[src/rtl/counter_run_ctrl_pkg.sv]
// Shared types for the up-counter run-control sequencer.
// Latency: n/a (types and constants only).
// Backpressure: n/a.
package counter_run_ctrl_pkg;

  // Run-control state encoding
  typedef enum logic [1:0] {
    IDLE  = 2'd0,
    RUN   = 2'd1,
    PAUSE = 2'd2,
    DONE  = 2'd3
  } state_e;

  // Terminal-count behaviour, latched at an accepted start
  localparam logic MODE_ONESHOT = 1'b0;
  localparam logic MODE_RELOAD  = 1'b1;

endpackage

[src/rtl/counter_core_up.sv]
// Plain DATA_SIZE-bit up-counter with synchronous clear and enable.
// Latency: count updates one cycle after clr/en.
// Backpressure: none; clr takes priority over en.
module counter_core_up #(
  parameter int DATA_SIZE = 4
) (
  input  logic                 clk,
  input  logic                 reset_n,
  input  logic                 clr,
  input  logic                 en,
  output logic [DATA_SIZE-1:0] q
);

  // Clear wins over enable so a reload at terminal count lands on zero
  always_ff @(posedge clk or negedge reset_n) begin
    if (!reset_n) begin
      q <= '0;
    end else if (clr) begin
      q <= '0;
    end else if (en) begin
      q <= q + 1'b1;
    end
  end

endmodule

[src/rtl/counter_run_ctrl.sv]
// Run-control sequencer: start/pause/terminal-count/stop-or-wrap for an up-counter.
// Latency: commands take effect at the next rising edge; status is decoded from state.
// Backpressure: none; start is ignored while busy, abort always wins.
module counter_run_ctrl
  import counter_run_ctrl_pkg::*;
#(
  parameter int DATA_SIZE = 4,
  parameter int PRE_SIZE  = 8
) (
  input  logic                 clk,
  input  logic                 reset_n,
  input  logic                 start,
  input  logic                 abort,
  input  logic                 hold,
  input  logic                 auto_reload,
  input  logic [DATA_SIZE-1:0] limit_in,
  input  logic [PRE_SIZE-1:0]  prescale_in,
  output logic [DATA_SIZE-1:0] q_out,
  output logic                 tc_pulse,
  output logic                 busy,
  output logic                 done
);

  state_e               state, state_nxt;
  logic [DATA_SIZE-1:0] limit_lat;
  logic [PRE_SIZE-1:0]  prescale_lat;
  logic                 mode_lat;
  logic [PRE_SIZE-1:0]  presc, presc_nxt;
  logic                 tc_nxt;
  logic                 cfg_latch;
  logic                 core_clr;
  logic                 core_en;
  logic                 at_limit;
  logic                 presc_wrap;

  assign at_limit   = (q_out == limit_lat);
  assign presc_wrap = (presc == prescale_lat);

  // Next-state and datapath control, priority abort > start > hold > tick
  always_comb begin
    state_nxt = state;
    presc_nxt = presc;
    tc_nxt    = 1'b0;
    cfg_latch = 1'b0;
    core_clr  = 1'b0;
    core_en   = 1'b0;
    case (state)
      IDLE: begin
        if (!abort && start) begin
          cfg_latch = 1'b1;
          core_clr  = 1'b1;
          presc_nxt = '0;
          state_nxt = RUN;
        end
      end
      RUN: begin
        if (abort) begin
          core_clr  = 1'b1;
          presc_nxt = '0;
          state_nxt = IDLE;
        end else if (hold) begin
          state_nxt = PAUSE;
        end else if (presc_wrap) begin
          presc_nxt = '0;
          if (at_limit) begin
            tc_nxt = 1'b1;
            if (mode_lat == MODE_RELOAD) begin
              core_clr = 1'b1;
            end else begin
              state_nxt = DONE;
            end
          end else begin
            core_en = 1'b1;
          end
        end else begin
          presc_nxt = presc + 1'b1;
        end
      end
      PAUSE: begin
        if (abort) begin
          core_clr  = 1'b1;
          presc_nxt = '0;
          state_nxt = IDLE;
        end else if (!hold) begin
          state_nxt = RUN;
        end
      end
      DONE: begin
        if (abort) begin
          core_clr  = 1'b1;
          presc_nxt = '0;
          state_nxt = IDLE;
        end else if (start) begin
          cfg_latch = 1'b1;
          core_clr  = 1'b1;
          presc_nxt = '0;
          state_nxt = RUN;
        end
      end
      default: begin
        state_nxt = IDLE;
      end
    endcase
  end

  // State, prescaler and terminal-count pulse registers
  always_ff @(posedge clk or negedge reset_n) begin
    if (!reset_n) begin
      state    <= IDLE;
      presc    <= '0;
      tc_pulse <= 1'b0;
    end else begin
      state    <= state_nxt;
      presc    <= presc_nxt;
      tc_pulse <= tc_nxt;
    end
  end

  // Run configuration is captured only on an accepted start
  always_ff @(posedge clk or negedge reset_n) begin
    if (!reset_n) begin
      limit_lat    <= '0;
      prescale_lat <= '0;
      mode_lat     <= MODE_ONESHOT;
    end else if (cfg_latch) begin
      limit_lat    <= limit_in;
      prescale_lat <= prescale_in;
      mode_lat     <= auto_reload;
    end
  end

  counter_core_up #(
    .DATA_SIZE (DATA_SIZE)
  ) u_core (
    .clk     (clk),
    .reset_n (reset_n),
    .clr     (core_clr),
    .en      (core_en),
    .q       (q_out)
  );

  assign busy = (state == RUN) || (state == PAUSE);
  assign done = (state == DONE);

endmodule

[config.mk]
export PLATFORM = sky130hd
export DESIGN_NAME = counter_run_ctrl
export DESIGN_NICKNAME = d
export VERILOG_FILES = /design/src/rtl/counter_run_ctrl_pkg.sv /design/src/rtl/counter_core_up.sv /design/src/rtl/counter_run_ctrl.sv
export SDC_FILE = /design/constraint.sdc
export NUM_CORES = 1
export LEC_CHECK = 0
export CAP_MARGIN = 25
export CORE_MARGIN = 5
export CORE_UTILIZATION = 53
export CTS_CLUSTER_DIAMETER = 30
export DETAILED_ROUTE_END_ITERATION = 8
export GPL_TIMING_DRIVEN = 0
export PLACE_DENSITY = 0.83
export SETUP_SLACK_MARGIN = 0.2
export SLEW_MARGIN = 10
export SYNTH_ARGS = -nofsm -noshare
export SYNTH_HDL_FRONTEND = slang
export SYNTH_HIERARCHICAL = 1
export SYNTH_SLANG_ARGS = --single-unit
export TNS_END_PERCENT = 10
[constraint.sdc]
create_clock -name clk -period 2.8 [get_ports clk]
set_input_delay 0.84 -clock clk [delete_from_list [all_inputs] [get_ports clk]]
set_output_delay 0.84 -clock clk [all_outputs]
set_load 0.05 [all_outputs]
# Word level (Yosys, flattened, before mapping)
# Cells that the tools add are included.
[totals]
register_bits = 28
wordCells = 72
output_inout_bits = 7
[classes]
n_addsub = 2
eq_ne = 13
muxes = 43
n_reduce_logical = 7
[ops]
columns = ["operator", "count"]
rows = [
  ["$mux 8", 7],
  ["$pmux 8 s4", 1],
  ["$mux 1", 20],
  ["$mux 2", 10],
  ["$ne 4x4->1 const B", 3],
  ["$ne 3x3->1 const B", 3],
  ["$add 8x1->8 const B", 1],
  ["$eq 8x8->1", 1],
  ["$mux 4", 2],
  ["$pmux 2 s4", 1],
  ["$reduce_and 6->1", 1],
  ["$add 4x1->4 const B", 1],
  ["$eq 2x2->1 const B", 2],
  ["$eq 4x4->1", 1],
  ["$ne 2x2->1 const B", 2],
  ["$pmux 1 s4", 1],
  ["$reduce_and 4->1", 1],
  ["$eq 2x1->1 const B", 1],
  ["$logic_not 2->1", 1],
  ["$pmux 1 s2", 1],
  ["$reduce_bool 2->1", 1],
  ["$logic_and 1x1->1", 1],
  ["$logic_not 1->1", 1],
  ["$logic_or 1x1->1", 1],
]

# Longest topological paths before layout
# Gate-level depths: netlist (run 1).
[logic_depth]
depth_word = 8
mapped_depth = 7

# Hierarchy
# The synthesis (run 1) kept the hierarchy.
[modules_own_cells]
columns = ["mod", "seq_area_each_um2", "area_per_inst_um2", "cells_each", "instances"]
rows = [
  ["counter_run_ctrl", 600.6, 1406.3, 125, 1],
  ["counter_core_up", 100.1, 192.7, 16, 1],
]

# Worst setup path before layout (run 1)
# No wires, ideal clock.
[synth_timing]
kind = "input port to flip-flop"
from = "in abort"
to = "reg u_core.q[3]"
slack_ns = 0.362
arrival_time_ns = 2.313
required_ns = 2.675
cell_stages = 5
setup_time_ns = 0.125
path_cell_list = "and2b_1 -> nand2_1 -> nor4b_1 -> nand4_1 -> mux2_4"
[synth_via]
word_cells_on_any_way = 11
classes_between = "8 x mux; 3 x reduce/logical"
[synth_rtl]
columns = ["element", "line", "source"]
rows = [
  ["start: declaration", "counter_run_ctrl.sv:13", "input logic abort,"],
  ["$mux 1", "counter_run_ctrl.sv:57", "if (abort) begin"],
  ["$mux 1", "counter_run_ctrl.sv:47", "case (state)"],
  ["net core_en", "counter_run_ctrl.sv:32", "logic core_en;"],
  ["$reduce_bool 2->1 (no source line)", "-", ""],
  ["end signal: assignment", "counter_core_up.sv:21", "q <= q + 1'b1;"],
  ["end: declaration", "counter_core_up.sv:11", "output logic [DATA_SIZE-1:0] q"],
]
# The timed path passes the listed nets, and every way through them passes these cells.
# A chain may end at the register's enable or synchronous reset.

# Worst setup path in the final report (run 1)
[layout_timing]
from = "reg presc[4]"
to = "reg u_core.q[3]"
[layout_via]
elab_chain_cells = 6
word_cells_on_any_way = 11
classes_between = "1 x eq/ne; 9 x mux; 1 x reduce/logical"
[layout_lines]
columns = ["element", "line", "source"]
rows = [
  ["start: declaration", "counter_run_ctrl.sv:28", "logic [PRE_SIZE-1:0] presc, presc_nxt;"],
  ["start signal: assignment", "counter_run_ctrl.sv:114", "presc <= presc_nxt;"],
  ["$eq 8x8->1 (*)", "counter_run_ctrl.sv:37", "assign presc_wrap = (presc == prescale_lat);"],
  ["$mux 1 (*)", "counter_run_ctrl.sv:63", "end else if (presc_wrap) begin"],
  ["$mux 1 (*)", "counter_run_ctrl.sv:61", "end else if (hold) begin"],
  ["$mux 1 (*)", "counter_run_ctrl.sv:57", ""],
  ["$pmux 1 s4 (*)", "counter_run_ctrl.sv:47", ""],
  ["net core_clr", "counter_run_ctrl.sv:31", "logic core_clr;"],
  ["$mux 4 / $reduce_bool 2->1 (equally long branches)", "-", ""],
]
# The timed path passes the listed nets; every way through them passes the cells marked *.

==> results of run 1 <==
-- registers in the layout (all words and copies together), names as in the netlist --
name          count
u_core/q          4
prescale_lat      8
limit_lat         4
tc_pulse          1
mode_lat          1
state             2
presc             8
-- logic make-up (layout without fill, tap and decap cells) --
group                      count (synthesis)  count (layout)  synth area share
AOI/OAI and AO/OA                         29              29             0.127
xor gates and xnor gates                  13              13            0.0712
adders and majority gates                  7               7            0.0548
buffers and inverters                      6              35            0.0289
DFF                                       28              28             0.438
muxes                                     17              17             0.144
and+or+nand+nor                           41              41             0.136
-- layer usage --
| layer | wire [µm] | vias up | GRT usage |
|---|---|---|---|
| li1 | - | 569 | - |
| met1 | 1390 | 558 | 0.204 |
| met2 | 1730 | 15 | 0.319 |
| met3 | 110 | 5 | 0.0260 |
| met4 | 46 | 0 | 0.0475 |
| met5 | 0 | - | 0 |
-- worst max path at each step --
| stage | startpoint | to | slack (ps) | cells after the start |
|---|---|---|---|---|
| global placement | abort | u_core/q[3] | -420 | 6 |
| floorplan | abort | u_core/q[3] | 360 | 5 |
| global route | presc[4] | u_core/q[3] | 70 | 7 |
| detailed placement | abort | u_core/q[3] | -560 | 6 |
| finish | presc[4] | u_core/q[3] | 260 | 7 |
| CTS | state[1] | done | 90 | 2 |
-- worst reg2reg max path, stage by stage, from the launching register on --
cell and delay, ps:
dfrtp_1 460, xnor2_1 190, nand4_1 340, nor3_1 330, nand3_1 100, a221oi_1 630, nor2_1 110, mux2_4 290
-- through the flow --
step / utilization / setup TNS, ps / cell area (µm²) / hold WS, ps
detailed placement: 0.641 / -1450 / 1910 / 516
global placement: 0.632 / -965 / 1880 / 497
finish: 0.664 / 0 / 1980 / 544
global route: 0.664 / 0 / 1980 / 558
CTS: 0.660 / 0 / 1970 / 549
floorplan: - / 0 / 1600 / 486
-- what timing repair did --
action / 4_1_cts / 5_1_grt
setup endpoints to repair: 6 / 3
hold buffers: 0 / 0
gates resized for setup: 2 / 2
-- cells in the final DEF, fill, tap and decap left out, types with 2 or more instances in the layout --
master | Yosys | final
a2111oi_0 | 2 | 2
a21oi_1 | 6 | 6
a22o_1 | 6 | 6
and3_1 | 3 | 3
clkbuf_4 | 0 | 3
clkdlybuf4s50_1 | 0 | 22
dfrtp_1 | 28 | 28
ha_1 | 7 | 7
inv_1 | 4 | 4
mux2_1 | 3 | 3
mux2_4 | 11 | 11
mux2i_1 | 2 | 2
nand2_1 | 7 | 7
nand3_1 | 2 | 2
nand4_1 | 4 | 4
nor2_1 | 8 | 8
nor2b_1 | 6 | 6
nor3_1 | 3 | 3
nor4_1 | 2 | 2
o21ai_0 | 8 | 8
xnor2_1 | 13 | 13
-- power by group through the flow --
| stage | Clock (mW) | Sequential [mW] | Combinational [mW] |
|---|---|---|---|
| 2_1_floorplan | 0 | 0.608 | 0.624 |
| 3_3_place_gp | 0 | 0.629 | 0.756 |
| 3_5_place_dp | 0 | 0.637 | 0.796 |
| 4_1_cts | 0.274 | 0.628 | 0.797 |
| 5_1_grt | 0.291 | 0.640 | 0.888 |
| 6_report | 0.268 | 0.627 | 0.804 |
-- final cells by class --
cell class | count | share of cell area
clock inverter | 1 | 0.0152
tap | 33 | 0.0209
multi-input combinational | 107 | 0.439
inverter | 4 | 0.00759
clock buffer | 3 | 0.0114
buffer | 2 | 0.0158
sequential | 28 | 0.354
timing repair buffer | 25 | 0.136
==> summary.md, run 1 <==
| Metric | Value |
|---|---|
| Status | `finished clean` |
| Mapped Area | `1600 µm²` |
| Hold depth | `1` |
| Top-area cell type share of the netlist area | `0.438` |
| Critical path's top delay family | `simple AND/OR/NAND/NOR gates` |
| Die area | `roughly 4200 µm²` |
| Final hold viol count | `0` |
| # diodes | `0` |
| Die X | `about 65 µm` |
| Layout area overhead | `23.6%` |
| Number of CTS-inserted buffers | `3` |
| Fmax achieved | `roughly 400 MHz` |
| Final Max Tran Viols | `0` |
| Wirelength per Cell | `~16 µm` |
| CTS tree | `done` |
| Via count | `about 1100` |
| Worst slack, placed | `-558 ps` |
| Sink Count | `28` |
| Startpoint types | `flop` |
| Placed cell count | `slightly below 200` |
| I/O pin cnt | `25` |
| Crit path DAT | `2790 ps` |
| Final worst-path cycle share | `0.908` |
| Number of buffers added on ports | `24` |
| RSZ-0062 raised after global routing | `true` |
| Clock power frac | `0.158` |
| Slew HR | `0.524` |
| Async SR Flop Fraction | `1.00` |
| Postcts setup bufs | `0` |
| First-pass GRT wire length | `5.69 mm` |
| Most instantiated cells after synthesis | `28 x dfrtp_1, 13 x xnor2_1, 11 x mux2_4, 8 x nor2_1, 8 x o21ai_0` |
| Share of layout cells above drive strength 1 | `0.141` |
| FF+latch area | `about 700 µm²` |
| Top post-synthesis cells by area | `dfrtp_1 44%, mux2_4 10%, xnor2_1 7.1%` |
| DR iter-0 viols | `35` |
| Antenna violations before repair | `0` |
| Via count of the first global-routing pass | `approximately 1200` |
| P_leak | `~0.90 nW` |
| Syn_nets | `166` |
| Core Footprint | `approximately 3000 µm²` |
| Non-filler cells in the finished layout | `between 200 and 250` |
| Gr ovfl total | `0` |
| Critical-path top delay cell | `a221oi_1` |
| Drt pass-1 iters | `4` |
| Cell with the most instances after synthesis | `dfrtp_1` |
| Final antenna-violating net count | `0` |
| Final worst setup slack | `~260 ps` |
| Footprint of the multi-input gates | `867 µm²` |
| H-tree levels | `1` |
| Via density | `about 5.7` |
| Endpoint, Worst Hold | `limit_lat[1]` |
| CTS clock-pin slew for the worst setup and hold paths | `roughly 150 ps` |
| R2R depth | `7` |
| Beginning of the worst hold path | `limit_lat[1]` |
| Fill count | `between 200 and 250` |
| Tmin final | `between 2000 and 3000 ps` |
| Syn Inst Count | `141` |
| Internal power | `between 1 and 1.5 mW` |
| Setup Crit Path Kind | `flop to flop` |
| Worst ir drop on vdd | `roughly 0.46 mV` |
| Yosys reg bits | `28` |
| Post-synth EDFFs | `0` |
| Initial core utilization | `0.537` |
| Total track usage | `0.172` |
| Final setup fails | `0` |
| Row count | `20` |
| Hold Crit Class | `flop to flop` |
| Worst path bufs/invs | `0` |
| Post-Syn Area per Cell | `11.3 µm²` |
| DRC violations left | `0` |
| Crit end category | `flop` |
| Critical Path RT | `between 3000 and 4000 ps` |
| Net Sw Power | `between 0.6 and 0.7 mW` |
| Total power | `about 1.7 mW` |
| Die height | `between 60 and 70 µm` |
| Sequential power share | `0.369` |
| Combinational cell fraction of total power | `0.473` |
| Primary FF master, synth | `dfrtp_1` |
| Switching Share | `0.379` |
| Post-DP HPWL | `2.54 mm` |
| PD cells | `860 nW/µm²` |
| Placer Congestion | `around 0.9` |
| Critical-path maximum fanout | `5` |
| Nets | `slightly below 200` |
| Unique masters post-synth | `35` |
| Synth Warn # | `6` |
| Worst-skew pair later-pin latency | `~340 ps` |
| Register area share after synthesis | `0.438` |
| Slew @ Worst Pin | `~710 ps` |
| CP cell instances | `xnor2_1 -> nand4_1 -> nor3_1 -> nand3_1 -> a221oi_1 -> nor2_1 -> mux2_4` |
| Reg-to-Reg End | `u_core/q[3]` |
| Synth area leader | `dfrtp_1` |
| Flop2flop setup slack | `260 ps` |
| DRT Wirelength | `approximately 3.3 mm` |
| Max Buffers Root-to-Sink | `2` |
| CTS root buf | `clkbuf_4` |
| Number of max-cap violations | `0` |
| Worst path max stage delay | `around 630 ps` |
| RR Startpoint | `presc[4]` |
| Skew final | `about 1.6 ps` |
| Pin count of the biggest net entering global routing | `18` |
No activity file was read; power rests on OpenSTA's default activity.
==> run 2: changes to the inputs <==
--- a/config.mk
+++ b/config.mk
@@ -7,11 +7,11 @@
 export LEC_CHECK = 0
 export CAP_MARGIN = 25
 export CORE_MARGIN = 5
-export CORE_UTILIZATION = 53
+export CORE_UTILIZATION = 29
 export CTS_CLUSTER_DIAMETER = 30
 export DETAILED_ROUTE_END_ITERATION = 8
 export GPL_TIMING_DRIVEN = 0
-export PLACE_DENSITY = 0.83
+export PLACE_DENSITY = 0.52
 export SETUP_SLACK_MARGIN = 0.2
 export SLEW_MARGIN = 10
 export SYNTH_ARGS = -nofsm -noshare
==> summary.md, run 2 (synthesized netlist as in run 1, its figures left out) <==
| Metric | Value |
|---|---|
| Via count of the first global-routing pass | `1246 (was 1235)` |
| RR Startpoint | `presc[0] (was presc[4])` |
| Fill count | `529 (was 241)` |
| Hold_ws | `520 ps (was 544 ps)` |
| Most frequent cells in the layout | `28 x dfrtp_1, 21 x clkdlybuf4s50_1, 13 x xnor2_1 (was 28 x dfrtp_1, 22 x clkdlybuf4s50_1, 13 x xnor2_1)` |
| Row count | `27 (was 20)` |
| First-pass GRT wire length | `5.79 mm (was 5.69 mm)` |
| Pin count of the biggest net entering global routing | `29 (was 18)` |
| Share of layout cells above drive strength 1 | `0.137 (was 0.141)` |
| Total track usage | `0.0982 (was 0.172)` |
| Crit end category | `flop (unchanged)` |
| Wirelength per Cell | `13.8 µm (was 16.2 µm)` |
| Setup Crit Path Kind | `primary input to flop (was flop to flop)` |
| Worst ir drop on vdd | `0.454 mV (was 0.463 mV)` |
| Crit path DAT | `2720 ps (was 2790 ps)` |
| Slew HR | `0.457 (was 0.524)` |
| # diodes | `0 (unchanged)` |
| Total power | `1.63 mW (was 1.70 mW)` |
| Post-layout util | `0.364 (was 0.664)` |
| R2R depth | `7 (unchanged)` |
| Startpoint types | `primary input (was flop)` |
| Core Footprint | `5440 µm² (was 2980 µm²)` |
| Number of CTS-inserted buffers | `3 (unchanged)` |
| Status | `finished clean (unchanged)` |
| Placed cell count | `237 (was 199)` |
| Non-filler cells in the finished layout | `240 (was 203)` |
| Die X | `84.3 µm (was 64.9 µm)` |
| Drt pass-1 iters | `4 (unchanged)` |
| Layout area overhead | `23.9% (was 23.6%)` |
| Worst path bufs/invs | `1 (was 0)` |
| Max Buffers Root-to-Sink | `2 (unchanged)` |
| Critical path's top delay family | `compound AO/OA/AOI/OAI gates (was simple AND/OR/NAND/NOR gates)` |
| Gr ovfl total | `0 (unchanged)` |
| P_leak | `0.881 nW (was 0.900 nW)` |
| Critical-path maximum fanout | `8 (was 5)` |
| DRC violations left | `0 (unchanged)` |
| Reg-to-Reg End | `u_core/q[3] (unchanged)` |
| CP cell instances | `clkdlybuf4s50_1 -> nand2b_1 -> a221oi_1 -> nor2_1 -> mux2_4 (was xnor2_1 -> nand4_1 -> nor3_1 -> nand3_1 -> a221oi_1 -> nor2_1 -> mux2_4)` |
| Slew @ Worst Pin | `815 ps (was 714 ps)` |
| Tmin final | `2560 ps (was 2540 ps)` |
| Final setup fails | `0 (unchanged)` |
| Fmax achieved | `391 MHz (was 393 MHz)` |
| Final hold viol count | `0 (unchanged)` |
| FF+latch area | `701 µm² (unchanged)` |
| Leading cell type in the layout, fill and taps excluded | `dfrtp_1 (unchanged)` |
| RSZ-0062 raised after global routing | `true (unchanged)` |
| Via density | `4.80 (was 5.65)` |
| Endpoint, Worst Hold | `limit_lat[2] (was limit_lat[1])` |
| Nets | `195 (was 196)` |
| CTS tree | `done (unchanged)` |
| Area of placed instances | `1920 µm² (was 1910 µm²)` |
| CTS root buf | `clkbuf_8 (was clkbuf_4)` |
| DR iter-0 viols | `45 (was 35)` |
| Number of buffers added on ports | `24 (unchanged)` |
| Beginning of the worst hold path | `limit_lat[2] (was limit_lat[1])` |
| H-tree levels | `1 (unchanged)` |
| Sink Count | `28 (unchanged)` |
| Worst-skew pair later-pin latency | `270 ps (was 340 ps)` |
| Worst path max stage delay | `730 ps (was 630 ps)` |
| Via count | `1151 (was 1147)` |
| Post-DP HPWL | `2.54 mm (about the same)` |
| Hold Crit Class | `flop to flop (unchanged)` |
| Post-route cell area | `1980 µm² (about the same)` |
| Critical-path top delay cell | `a221oi_1 (unchanged)` |
| DRT Wirelength | `3.31 mm (was 3.28 mm)` |
| Number of max-cap violations | `0 (unchanged)` |
| Postcts setup bufs | `0 (unchanged)` |
| Final Max Tran Viols | `0 (unchanged)` |
| Die height | `84.3 µm (was 64.9 µm)` |
| Critical Path RT | `2960 ps (was 3050 ps)` |
| Hold depth | `1 (unchanged)` |
| Top flop regs | `presc x8, prescale_lat x8 (unchanged)` |
| Skew final | `5.25 ps (was 1.61 ps)` |
| Flop2flop setup slack | `250 ps (was 260 ps)` |
| CTS clock-pin slew for the worst setup and hold paths | `90 ps (was 150 ps)` |
| Footprint of the multi-input gates | `867 µm² (unchanged)` |
| I/O pin cnt | `25 (unchanged)` |
| PD cells | `824 nW/µm² (was 860 nW/µm²)` |
| Final worst-path cycle share | `0.913 (was 0.908)` |
| Antenna violations before repair | `0 (unchanged)` |
| Die area | `7100 µm² (was 4220 µm²)` |
| Initial core utilization | `0.294 (was 0.537)` |
| Final antenna-violating net count | `0 (unchanged)` |
| Placer Congestion | `0.797 (was 0.902)` |
run 2: metal layers:
| layer | track usage | up-vias | wire [µm] |
|---|---|---|---|
| li1 | - | 566 | - |
| met1 | 0.131 | 562 | 1640 |
| met2 | 0.164 | 21 | 1540 |
| met3 | 0.0294 | 2 | 119 |
| met4 | 0.00877 | 0 | 10 |
| met5 | 0 | - | 0 |
run 2: cell type report:
class	count	share of cell area
Inverter	4	0.00758
Clock buffer	3	0.0208
Sequential cell	28	0.354
Timing Repair Buffer	24	0.119
Tap cell	72	0.0455
Multi-Input combinational cell	107	0.438
Buffer	2	0.0158
run 2: metrics by stage:
stage | setup slack, ps | setup TNS [ps]
2_1_floorplan | 362 | 0
3_3_place_gp | -491 | -1190
3_5_place_dp | -546 | -1450
4_1_cts | 94.2 | 0
5_1_grt | 71.9 | 0
6_report | 243 | 0
run 2: what timing repair did:
| action | in CTS | in global routing |
|---|---|---|
| gates resized for setup | 2 | 2 |
| hold buffers | 0 | 0 |
| endpoints found under the setup margin | 6 | 4 |
run 2: power by group:
group | switching [mW] | internal, mW
combinational | 0.409 | 0.382
clock | 0.118 | 0.0966
sequential | 0.102 | 0.525
run 2: how the worst max path moves through the flow:
stage / start / endpoint / cells after the start
6_report: abort / u_core/q[3] / 5
5_1_grt: presc[2] / u_core/q[3] / 7
4_1_cts: abort / u_core/q[3] / 6
3_5_place_dp: abort / u_core/q[3] / 6
3_3_place_gp: abort / u_core/q[3] / 6
2_1_floorplan: abort / u_core/q[3] / 5
==> run 3: changes to the inputs <==
--- a/config.mk
+++ b/config.mk
@@ -13,7 +13,6 @@
 export GPL_TIMING_DRIVEN = 0
 export PLACE_DENSITY = 0.52
 export SETUP_SLACK_MARGIN = 0.2
-export SLEW_MARGIN = 10
 export SYNTH_ARGS = -nofsm -noshare
 export SYNTH_HDL_FRONTEND = slang
 export SYNTH_HIERARCHICAL = 1
==> summary.md, run 3 (synthesized netlist as in run 1, its figures left out) <==
| Metric | Value |
|---|---|
| Status | `finished clean (unchanged)` |
| Postcts setup bufs | `0 (unchanged)` |
| Die height | `84.3 µm (unchanged)` |
| DRT Wirelength | `3.33 mm (was 3.31 mm)` |
| Skew final | `9.90 ps (was 5.25 ps)` |
| Post-route cell area | `2040 µm² (was 1980 µm²)` |
| Beginning of the worst hold path | `limit_lat[2] (unchanged)` |
| Slew HR | `0.471 (was 0.457)` |
| RR Startpoint | `presc[4] (was presc[0])` |
| Non-filler cells in the finished layout | `242 (was 240)` |
| Startpoint types | `primary input (unchanged)` |
| Placed cell count | `238 (was 237)` |
| Core Footprint | `5440 µm² (unchanged)` |
| Sink Count | `28 (unchanged)` |
| Most frequent cells in the layout | `28 x dfrtp_1, 22 x clkdlybuf4s50_1, 13 x xnor2_1 (was 28 x dfrtp_1, 21 x clkdlybuf4s50_1, 13 x xnor2_1)` |
| Initial core utilization | `0.294 (unchanged)` |
| RSZ-0062 raised after global routing | `true (unchanged)` |
| DR iter-0 viols | `42 (was 45)` |
| Antenna violations before repair | `0 (unchanged)` |
| Final worst-path cycle share | `0.921 (was 0.913)` |
| Crit end category | `flop (unchanged)` |
| H-tree levels | `1 (unchanged)` |
| Drt pass-1 iters | `4 (unchanged)` |
| Number of buffers added on ports | `24 (unchanged)` |
| # diodes | `0 (unchanged)` |
| Via density | `4.75 (was 4.80)` |
| I/O pin cnt | `25 (unchanged)` |
| Post-DP HPWL | `2.59 mm (was 2.54 mm)` |
| Slew @ Worst Pin | `794 ps (was 815 ps)` |
| Max Buffers Root-to-Sink | `2 (unchanged)` |
| Row count | `27 (unchanged)` |
| Top flop regs | `presc x8, prescale_lat x8 (unchanged)` |
| Share of layout cells above drive strength 1 | `0.141 (was 0.137)` |
| Placer Congestion | `0.797 (unchanged)` |
| Crit path DAT | `2740 ps (was 2720 ps)` |
| Reg-to-Reg End | `u_core/q[3] (unchanged)` |
| Die X | `84.3 µm (unchanged)` |
| CTS Hold Buffers Added | `0 (unchanged)` |
| Flop2flop setup slack | `270 ps (was 250 ps)` |
| Tmin final | `2580 ps (was 2560 ps)` |
| Setup Crit Path Kind | `primary input to flop (unchanged)` |
| CTS tree | `done (unchanged)` |
| Worst-skew pair later-pin latency | `280 ps (was 270 ps)` |
| Final setup fails | `0 (unchanged)` |
| Endpoint, Worst Hold | `limit_lat[2] (unchanged)` |
| Pin count of the biggest net entering global routing | `19 (was 29)` |
| Fmax achieved | `388 MHz (was 391 MHz)` |
| R2R depth | `7 (unchanged)` |
| DRC violations left | `0 (unchanged)` |
| P_leak | `0.907 nW (was 0.881 nW)` |
| Critical-path maximum fanout | `8 (unchanged)` |
| Hold depth | `1 (unchanged)` |
| Total track usage | `0.0988 (was 0.0982)` |
| Worst ir drop on vdd | `0.438 mV (was 0.454 mV)` |
| Via count of the first global-routing pass | `1221 (was 1246)` |
| Final hold viol count | `0 (unchanged)` |
| Final antenna-violating net count | `0 (unchanged)` |
| Number of max-cap violations | `0 (unchanged)` |
| Layout area overhead | `27.9% (was 23.9%)` |
| Leading cell type in the layout, fill and taps excluded | `dfrtp_1 (unchanged)` |
| Total power | `1.74 mW (was 1.63 mW)` |
| Nets | `196 (was 195)` |
| Final Max Tran Viols | `0 (unchanged)` |
| CTS clock-pin slew for the worst setup and hold paths | `90 ps (about the same)` |
| Die area | `7100 µm² (unchanged)` |
| Gr ovfl total | `0 (unchanged)` |
| Area of placed instances | `1960 µm² (was 1920 µm²)` |
| Number of CTS-inserted buffers | `3 (unchanged)` |
| Hold Crit Class | `flop to flop (unchanged)` |
| PD cells | `852 nW/µm² (was 824 nW/µm²)` |
| CTS-repair resized insts | `2 (unchanged)` |
| Critical Path RT | `2960 ps (about the same)` |
| CTS root buf | `clkbuf_8 (unchanged)` |
| First-pass GRT wire length | `5.82 mm (was 5.79 mm)` |
| Via count | `1149 (was 1151)` |
| Wirelength per Cell | `13.8 µm (about the same)` |
-- run 3: cell count changes in the layout (fill, tap and decap cells not counted) --
cell	before	now
buf_16	0	1
clkdlybuf4s50_1	21	22
bufinv_16	0	1
buf_2	1	0
-- run 3: layout make-up --
cell class                      count  area (µm²)
Multi-Input combinational cell    107         867
Tap cell                           72        90.1
Inverter                            4        15.0
Clock inverter                      1        30.0
Clock buffer                        3        41.3
Timing Repair Buffer               25         269
Buffer                              2        31.3
Sequential cell                    28         701
Fill cell                         532        3390
-- run 3: worst max path at each step --
stage	end	cells past startpoint	start	slack (ps)
detailed placement	u_core/q[3]	6	abort	-530
finish	u_core/q[3]	5	abort	220
CTS	u_core/q[3]	6	abort	100
global placement	u_core/q[3]	6	abort	-490
floorplan	u_core/q[3]	5	abort	360
global route	u_core/q[3]	7	presc[7]	70
-- run 3: critical path, stage by stage --
cell and delay, ps:
clkdlybuf4s50_1 540, nand2b_1 230, a221oi_1 720, nor2_1 120, mux2_4 290
-- run 3: through the flow --
stage	setup WS [ps]	hold WS, ps	setup TNS (ps)	util
after floorplan	362	486	0	-
after global placement	-491	511	-1190	0.355
after detailed placement	-531	505	-1400	0.360
after CTS	103	528	0	0.374
after global routing	71.1	559	0	0.376
final	222	520	0	0.376
-- run 3: power by group --
| group | internal [mW] | switching, mW |
|---|---|---|
| registers | 0.525 | 0.103 |
| logic | 0.386 | 0.409 |
| clock network | 0.191 | 0.127 |
-- run 3: per-layer routing --
metal	GRT usage	share of wire	vias up
li1	-	-	571
met1	0.132	0.47	545
met2	0.159	0.47	29
met3	0.0285	0.045	4
met4	0.0219	0.015	0
met5	0	0	-
